## config.mk

```make
export PLATFORM = sky130hd
export DESIGN_NAME = slot_bank_ctrl
export DESIGN_NICKNAME = d
export VERILOG_FILES = /design/src/rtl/slot_pkg.sv /design/src/rtl/slot_match_eval.sv /design/src/rtl/slot_bank_ctrl.sv
export SDC_FILE = /design/constraint.sdc
export NUM_CORES = 1
export LEC_CHECK = 0
export CORE_ASPECT_RATIO = 0.5
export CORE_MARGIN = 5
export CORE_UTILIZATION = 37
export DETAILED_ROUTE_END_ITERATION = 10
export PLACE_DENSITY = 0.66
export SLEW_MARGIN = 20
export SYNTH_ARGS = -nofsm -noshare
export SYNTH_HDL_FRONTEND = slang
export SYNTH_SLANG_ARGS = --single-unit
```

## constraint.sdc

```tcl
create_clock -name clk -period 4.8 [get_ports clk]
set_input_delay 0.96 -clock clk [delete_from_list [all_inputs] [get_ports clk]]
set_output_delay 0.96 -clock clk [all_outputs]
set_load 0.05 [all_outputs]
```

## src/rtl/slot_pkg.sv

```systemverilog
// Shared types and constants for the slot machine bank controller.
package slot_pkg;

  typedef enum logic [2:0] {
    IDLE,
    DEBIT,
    WAIT_REELS,
    EVAL,
    CREDIT
  } state_t;

  localparam int unsigned BET_1   = 1;
  localparam int unsigned BET_10  = 10;
  localparam int unsigned BET_50  = 50;
  localparam int unsigned BET_100 = 100;

  localparam int unsigned DEF_JACKPOT_MULT = 100;
  localparam int unsigned DEF_NEAR_MULT    = 2;

  // Switch order is {b100, b50, b10, b1}; the largest set switch wins.
  function automatic logic [6:0] bet_decode(input logic [3:0] sw);
    if (sw[3])      return 7'(BET_100);
    else if (sw[2]) return 7'(BET_50);
    else if (sw[1]) return 7'(BET_10);
    else if (sw[0]) return 7'(BET_1);
    else            return 7'd0;
  endfunction

endpackage

```

## src/rtl/slot_match_eval.sv

```systemverilog
// Combinational count of reel digits equal to reel 0 (reel 0 always matches itself).
module slot_match_eval
  import slot_pkg::*;
#(
  parameter int NUM_REELS = 4,
  parameter int DIGIT_W   = 4,
  parameter int CNT_W     = $clog2(NUM_REELS + 1)
) (
  input  logic [NUM_REELS*DIGIT_W-1:0] reels,
  output logic [CNT_W-1:0]             match_cnt
);

  always_comb begin
    match_cnt = '0;
    for (int i = 0; i < NUM_REELS; i++) begin
      if (reels[i*DIGIT_W +: DIGIT_W] == reels[DIGIT_W-1:0]) begin
        match_cnt += CNT_W'(1);
      end
    end
  end

endmodule

```

## src/rtl/slot_bank_ctrl.sv

```systemverilog
// Slot machine bank: debit bet, wait for reels, evaluate match, credit saturating payout.
// Spin-to-credit is 4 cycles plus reel wait; spin while busy is dropped, never queued.
module slot_bank_ctrl
  import slot_pkg::*;
#(
  parameter int NUM_REELS    = 4,
  parameter int DIGIT_W      = 4,
  parameter int BAL_W        = 27,
  parameter int START_BAL    = 100,
  parameter int JACKPOT_MULT = DEF_JACKPOT_MULT,
  parameter int NEAR_MULT    = DEF_NEAR_MULT
) (
  input  logic                         clk,
  input  logic                         rst,
  input  logic [3:0]                   bet_sw,
  input  logic                         spin,
  input  logic [NUM_REELS*DIGIT_W-1:0] reels,
  input  logic                         reels_valid,
  output logic [BAL_W-1:0]             balance,
  output logic                         busy,
  output logic                         win,
  output logic                         jackpot,
  output logic                         no_funds,
  output logic [BAL_W-1:0]             last_payout
);

  localparam int CNT_W = $clog2(NUM_REELS + 1);
  localparam int PW    = 2 * BAL_W;
  localparam logic [BAL_W-1:0] BAL_MAX = '1;

  state_t                         state;
  logic [BAL_W-1:0]               bet_now;
  logic [BAL_W-1:0]               bet_q;
  logic [NUM_REELS*DIGIT_W-1:0]   reels_q;
  logic [CNT_W-1:0]               match_cnt;
  logic                           is_jack;
  logic                           jack_q;
  logic [PW-1:0]                  mult;
  logic [PW-1:0]                  product;
  logic [BAL_W-1:0]               payout_sat;
  logic [BAL_W-1:0]               payout_q;
  logic [BAL_W:0]                 sum;
  logic [BAL_W-1:0]               credit_bal;

  assign bet_now = BAL_W'(bet_decode(bet_sw));

  slot_match_eval #(
    .NUM_REELS (NUM_REELS),
    .DIGIT_W   (DIGIT_W),
    .CNT_W     (CNT_W)
  ) u_match (
    .reels     (reels_q),
    .match_cnt (match_cnt)
  );

  // Product is formed at double width so a large multiplier can only saturate, never wrap.
  always_comb begin
    is_jack = (match_cnt == CNT_W'(NUM_REELS));
    mult    = '0;
    if (is_jack)                                 mult = PW'(JACKPOT_MULT);
    else if (match_cnt == CNT_W'(NUM_REELS - 1)) mult = PW'(NEAR_MULT);
    product    = PW'(bet_q) * mult;
    payout_sat = (product > PW'(BAL_MAX)) ? BAL_MAX : product[BAL_W-1:0];
    sum        = {1'b0, balance} + {1'b0, payout_q};
    credit_bal = sum[BAL_W] ? BAL_MAX : sum[BAL_W-1:0];
  end

  always_ff @(posedge clk) begin
    if (!rst) begin
      state       <= IDLE;
      balance     <= BAL_W'(START_BAL);
      last_payout <= '0;
      busy        <= 1'b0;
      win         <= 1'b0;
      jackpot     <= 1'b0;
      no_funds    <= 1'b0;
      bet_q       <= '0;
      reels_q     <= '0;
      payout_q    <= '0;
      jack_q      <= 1'b0;
    end else begin
      win      <= 1'b0;
      jackpot  <= 1'b0;
      no_funds <= 1'b0;
      case (state)
        IDLE: begin
          if (spin && (bet_now != '0)) begin
            if (bet_now > balance) begin
              no_funds <= 1'b1;
            end else begin
              bet_q <= bet_now;
              busy  <= 1'b1;
              state <= DEBIT;
            end
          end
        end
        DEBIT: begin
          balance <= balance - bet_q;
          state   <= WAIT_REELS;
        end
        WAIT_REELS: begin
          if (reels_valid) begin
            reels_q <= reels;
            state   <= EVAL;
          end
        end
        EVAL: begin
          payout_q <= payout_sat;
          jack_q   <= is_jack;
          state    <= CREDIT;
        end
        CREDIT: begin
          balance     <= credit_bal;
          last_payout <= payout_q;
          win         <= (payout_q != '0);
          jackpot     <= jack_q;
          busy        <= 1'b0;
          state       <= IDLE;
        end
        default: begin
          busy  <= 1'b0;
          state <= IDLE;
        end
      endcase
    end
  end

endmodule

```

Word-level counts from Yosys, hierarchy flattened --
Cells that the tools add are included.
Word-level totals: word-level logic and storage cells 64, register bits 112, output and inout port bits 58, input bits 24
Operators by class: magnitude comparators 2, bitwise gates (word level) 2, multiplexer cells 20, $mul 1, equal/unequal tests 12, reductions and logical operators 12, add/subtract/negate cells 4
Operators with widths (number):
- $gt 54x27->1 const B | 1
- $mul 7x54->54 | 1
- $mux 27 | 2
- $pmux 27 s2 | 1
- $reduce_bool 27->1 | 2
- $add 27x27->28 | 1
- $gt 7x27->1 | 1
- $sub 27x7->27 | 1
- $mux 3 | 5
- $mux 7 | 2
- $eq 4x4->1 | 3
- $pmux 3 s4 | 1
- $reduce_and 3->1 | 4
- $eq 3x2->1 const B | 3
- $add 3x1->3 const B | 2
- $eq 3x3->1 const B | 2
- $mux 6 | 1
- $ne 2x2->1 const B | 3
- $mux 1 | 4
- $mux 2 | 2
- $mux 4 | 1
- $reduce_and 2->1 | 2
- $eq 3x1->1 const B | 1
- $logic_not 3->1 | 1
- other kinds (5) | 6

Logic depth before layout (Yosys ltp) --
word-level depth 12, depth in mapped cells 21, depth with buffers taken out 21

Cells and area by module --
Synthesis repeated with hierarchy kept, for this count alone.
Second synthesis, totals: cells, all modules 796, area, all modules 6236.0 um2
Modules (own cells, without submodules):
- slot_bank_ctrl | cells an instance 774, instances 1, area each 6042.0 um2
- slot_match_eval | cells an instance 22, instances 1, area each 193.9 um2

Worst setup path after synthesis --
No wires, ideal clock.
path type reg-to-reg, from register reels_q[2], to register payout_q[14], stages on the path, launching flop included 20, required time 4668 ps, setup slack 71 ps, setup time 132 ps, arrival time 4597 ps, period minus slack after synthesis 4729 ps, path buffers 0, path through dfxtp_1 > xnor2_1 > and4_1 > ha_1 > nor3b_1 > and2_1 > ha_1 > ha_1 > ha_1 > inv_1 > fa_1 > inv_1 > ha_1 > and4b_1 > o31a_1 > o211a_1 > o21a_1 > o21ai_0 > xnor2_1 > a21oi_1
On the way: cells in the longest elaborated chain, start to end 12, elaborated cells on any way between the ends 15, those cells by class add/sub: 2; mul: 1; order compare: 1; eq/ne: 5; mux: 6
RTL lines:
- start: declaration | line slot_bank_ctrl.sv:34 | logic [NUM_REELS*DIGIT_W-1:0] reels_q;
- start signal: assignment | line slot_bank_ctrl.sv:103 | reels_q <= reels;
- $eq 4x4->1 | line slot_match_eval.sv:16 | if (reels[i*DIGIT_W +: DIGIT_W] == reels[DIGIT_W-1:0]) begin
- $mux 2 | line slot_match_eval.sv:16
- $add 3x1->3 | line slot_match_eval.sv:17 | match_cnt += CNT_W'(1);
- $mux 3 | line slot_match_eval.sv:16
- $add 3x1->3 | line slot_match_eval.sv:17
- $mux 3 * | line slot_match_eval.sv:16
- $eq 3x2->1 | line slot_bank_ctrl.sv:61 | else if (match_cnt == CNT_W'(NUM_REELS - 1)) mult = PW'(NEAR_MULT);
- $mux 2 | line slot_bank_ctrl.sv:61
- $mux 7 * | line slot_bank_ctrl.sv:60 | if (is_jack) mult = PW'(JACKPOT_MULT);
- $mul 7x54->54 * | line slot_bank_ctrl.sv:62 | product = PW'(bet_q) * mult;
- $gt 54x27->1 | line slot_bank_ctrl.sv:63 | payout_sat = (product > PW'(BAL_MAX)) ? BAL_MAX : product[BAL_W-1:0];
- $mux 27 * | line slot_bank_ctrl.sv:63
- end signal: assignment | line slot_bank_ctrl.sv:108 | payout_q <= payout_sat;
- end: declaration | line slot_bank_ctrl.sv:41 | logic [BAL_W-1:0] payout_q;
Every way passes the cells marked *; elsewhere a longest branch is shown, timed or not. A chain may end at the register's enable or synchronous reset.

Worst setup path after layout --
from register reels_q[1], to register payout_q[14]
Same word-level chain as after synthesis.

==> flow_metrics.env <==
export IMPL_power_mw=3.086
export IMPL_die_w_um=196.2
export IMPL_cts_hold_buffers=0
export IMPL_slew_violations=0
export IMPL_seq_area_frac_synth_pct=27.15
export IMPL_most_common_layout_cells="nand2_1, a21oi_1, dfxtp_1, clkdlybuf4s50_1, ha_1"
export IMPL_final_period_utilization_pct=94.76
export IMPL_power_density_nw_per_um2=404.1
export IMPL_cp_cell_sequence="xnor2_1 > and4_1 > ha_1 > nor3b_2 > a21oi_2 > nor2_1 > ha_1 > ha_1 > ha_1 > inv_1 > fa_1 > inv_1 > ha_4 > and4b_1 > o31a_1 > o211a_1 > o21a_1 > o21ai_1 > xnor2_1 > a21oi_1"
export IMPL_synth_compound_area_share_pct=24.13
export IMPL_holdPathStages=2
export IMPL_peakVddDrop_uv=173.5
export IMPL_critPathArrivalTime_ns=4.75
export IMPL_critPathCaptureType="register"
export IMPL_hpwl_um=14020
export IMPL_worstSetupPathType="reg -> reg"
export IMPL_grt_max_degree=34
export IMPL_setup_tns_ns=0
export IMPL_ioPinCount=82
export IMPL_via_per_inst=5.554
export IMPL_synth_async_reset_ratio_pct=0
export IMPL_antenna_found_initial=0
export IMPL_grt_ovfl_total=0
export IMPL_yosysWarnings=0
export IMPL_drtPass1Iterations=5
export IMPL_fp_dieH_um=103.1
export IMPL_startpoint_type="register"
export IMPL_syn_avg_cell_area_um2=7.757
export IMPL_grt_pass1_vias=5805
export IMPL_globalplace_congestion=0.9410
export IMPL_fin_nets=977
export IMPL_numCtsBuffers=9
export IMPL_synthAdderAreaFrac_pct=15.06
export IMPL_placedInstanceArea_um2=7283
export IMPL_cap_violations=0
export IMPL_syn2layout_area_growth_pct=19.04
export IMPL_rsz0062_at_grt="false"
export IMPL_synthMuxAreaShare_pct=0.3121
export IMPL_synth_edf_count=0
export IMPL_vias=6215
export IMPL_p_leak_nw=3.010
export IMPL_fp_row_count=34
export IMPL_path_common_cell="ha_1"
export IMPL_synth_xor_area_share_pct=5.461
export IMPL_slew_headroom_pct=28.62
export IMPL_grt_pass1_wl_um=29560
export IMPL_final_area_um2=7636
export IMPL_finalHoldViolations=0
export IMPL_cts_root_buffer="clkbuf_16"
export IMPL_rr_worst_depth=20
export IMPL_cts_tree="built"
export IMPL_post_route_min_period_ns=4.548
export IMPL_drive_gt1_share_pct=5.876
export IMPL_post_route_drc_count=0
export IMPL_syn_inst=827
export IMPL_max_clock_path_buffers=2
export IMPL_wl_um=18450
export IMPL_cts_htree_levels=3
export IMPL_clkSlewWorstSetupHoldPaths_ns=0.08
export IMPL_fin_util_pct=44.43
export IMPL_worstPathRequired_ns=5.00
export IMPL_fmax_mhz=219.9
export IMPL_wl_per_cell_um=16.49
export IMPL_worstHoldPathType="reg -> reg"
export IMPL_grt_use_total_pct=17.93
export IMPL_start_util_pct=37.33
export IMPL_cpMaxStageDelayCell="fa_1"
export IMPL_finClkSkew_ns=0.01162
export IMPL_status="completed"
export IMPL_synth_simple_area_share_pct=21.30
export IMPL_first_iter_violations=357
export IMPL_ys_types=71
export IMPL_setup_violations=0
export IMPL_core_area_um2=17190
export IMPL_ant_nets=0
export IMPL_synth_top_family_by_area="compound AO/OA/AOI/OAI gates"
export IMPL_dieArea_um2=20230
export IMPL_insertedDiodeCount=0
export IMPL_post_cts_buffers=0
export IMPL_clkLatencyLatePin_ns=0.35
export IMPL_ys_flop_type="dfxtp_1"
export IMPL_clock_sink_count=87
export IMPL_worstMarginPinSlew_ns=1.067
export IMPL_io_buffers=69
export IMPL_syn_area_um2=6415
export IMPL_path_max_fanout=4
export IMPL_final_common_cell="nand2_1"
export IMPL_critical_path_max_stage_delay_ns=0.52
export IMPL_yosys_register_bits=87
cell type report:
cell class / instances / area, um^2
sequential: 87 / 1747
clock buffer: 9 / 225.2
fill: 1710 / 9550
inverter: 46 / 172.7
clock inverter: 7 / 83.83
tap: 234 / 292.8
timing repair buffer: 80 / 773.2
multi-input combinational: 656 / 4342
cells in the mapped netlist, drive strengths merged (9+ instances only):
cell type | number | area share [%]
o21ai | 39 | 3.0
buf | 18 | 2.0
ha | 66 | 13
nor3 | 19 | 1.6
clkbuf | 31 | 1.8
o21a | 15 | 1.8
nor2 | 48 | 2.8
a31oi | 9 | 0.88
dfxtp | 87 | 27
nand3 | 19 | 1.5
a211oi | 18 | 2.1
a21oi | 95 | 7.4
nand2b | 11 | 1.1
or3 | 9 | 0.88
o31ai | 11 | 1.4
xnor2 | 31 | 4.2
nand2 | 118 | 6.9
inv | 46 | 2.7
and2 | 9 | 0.92
xor2 | 9 | 1.2
nor4 | 9 | 0.88
flip-flops by register name (all words and copies together) (netlist names), 3 cells and up:
signal       cells
balance         27
reels_q         16
last_payout     15
payout_q        15
bet_q            6
state            3
power by group:
part | leakage, nW | switching (mW) | internal [mW]
Clock | 0.151 | 0.348 | 0.374
Sequential | 0.706 | 0.109 | 0.790
Combinational | 2.15 | 0.908 | 0.558
critical path: cells and delay by family (launching register included):
kind,cells,cell delay (ns)
fa+ha+maj,6,1.94
xor+xnor,2,0.26
simple gates,4,0.65
buf+inv,2,0.11
compound gates,6,1.07
flops,1,0.35
routing by layer:
layer	routed length, um	global-route usage [%]	share of wire, %
met1	8709	23.62	47
met2	8405	30.87	46
met3	1011	2.971	5.5
met4	325	5.040	1.8
met5	0	0	0
path summary, 6_finish.rpt:
| check | from | to | slack (ns) |
|---|---|---|---|
| setup / recovery | reels_q[1]$_SDFFE_PN0P_ | payout_q[14]$_SDFFE_PN0P_ | 0.25 |
| hold / removal | last_payout[1]$_SDFFE_PN0P_ | last_payout[1]$_SDFFE_PN0P_ | 0.45 |
| setup reg to reg | reels_q[1]$_SDFFE_PN0P_ | payout_q[14]$_SDFFE_PN0P_ | 0.25 |
| hold reg to reg | last_payout[1]$_SDFFE_PN0P_ | last_payout[1]$_SDFFE_PN0P_ | 0.45 |
timing repair:
action	4_1_cts	5_1_grt
endpoints found under the setup margin	0	3
gates resized for setup	0	11
endpoints found under the hold margin	0	0
through the flow:
stage | setup slack, ns | hold slack [ns] | std cells
2_1_floorplan | 0.07051 | 0.4319 | 838
3_3_place_gp | 0.1234 | 0.4432 | 1103
3_5_place_dp | 0.05858 | 0.4481 | 1103
4_1_cts | 0.03513 | 0.4581 | 1119
5_1_grt | 0.003974 | 0.4724 | 1119
6_report | 0.2516 | 0.4531 | 1119
cell families (layout without fill, tap and decap cells):
kind of cell | after synthesis | in the layout
AND/OR/NAND/NOR | 286 | 286
AO/OA/AOI/OAI | 243 | 243
buffers and inverters | 95 | 142
flip-flops | 87 | 87
adder cells (fa/ha/maj) | 73 | 73
XOR/XNOR | 40 | 40
multiplexers | 2 | 2
other | 1 | 12
Power figures use the tool's default switching activity.
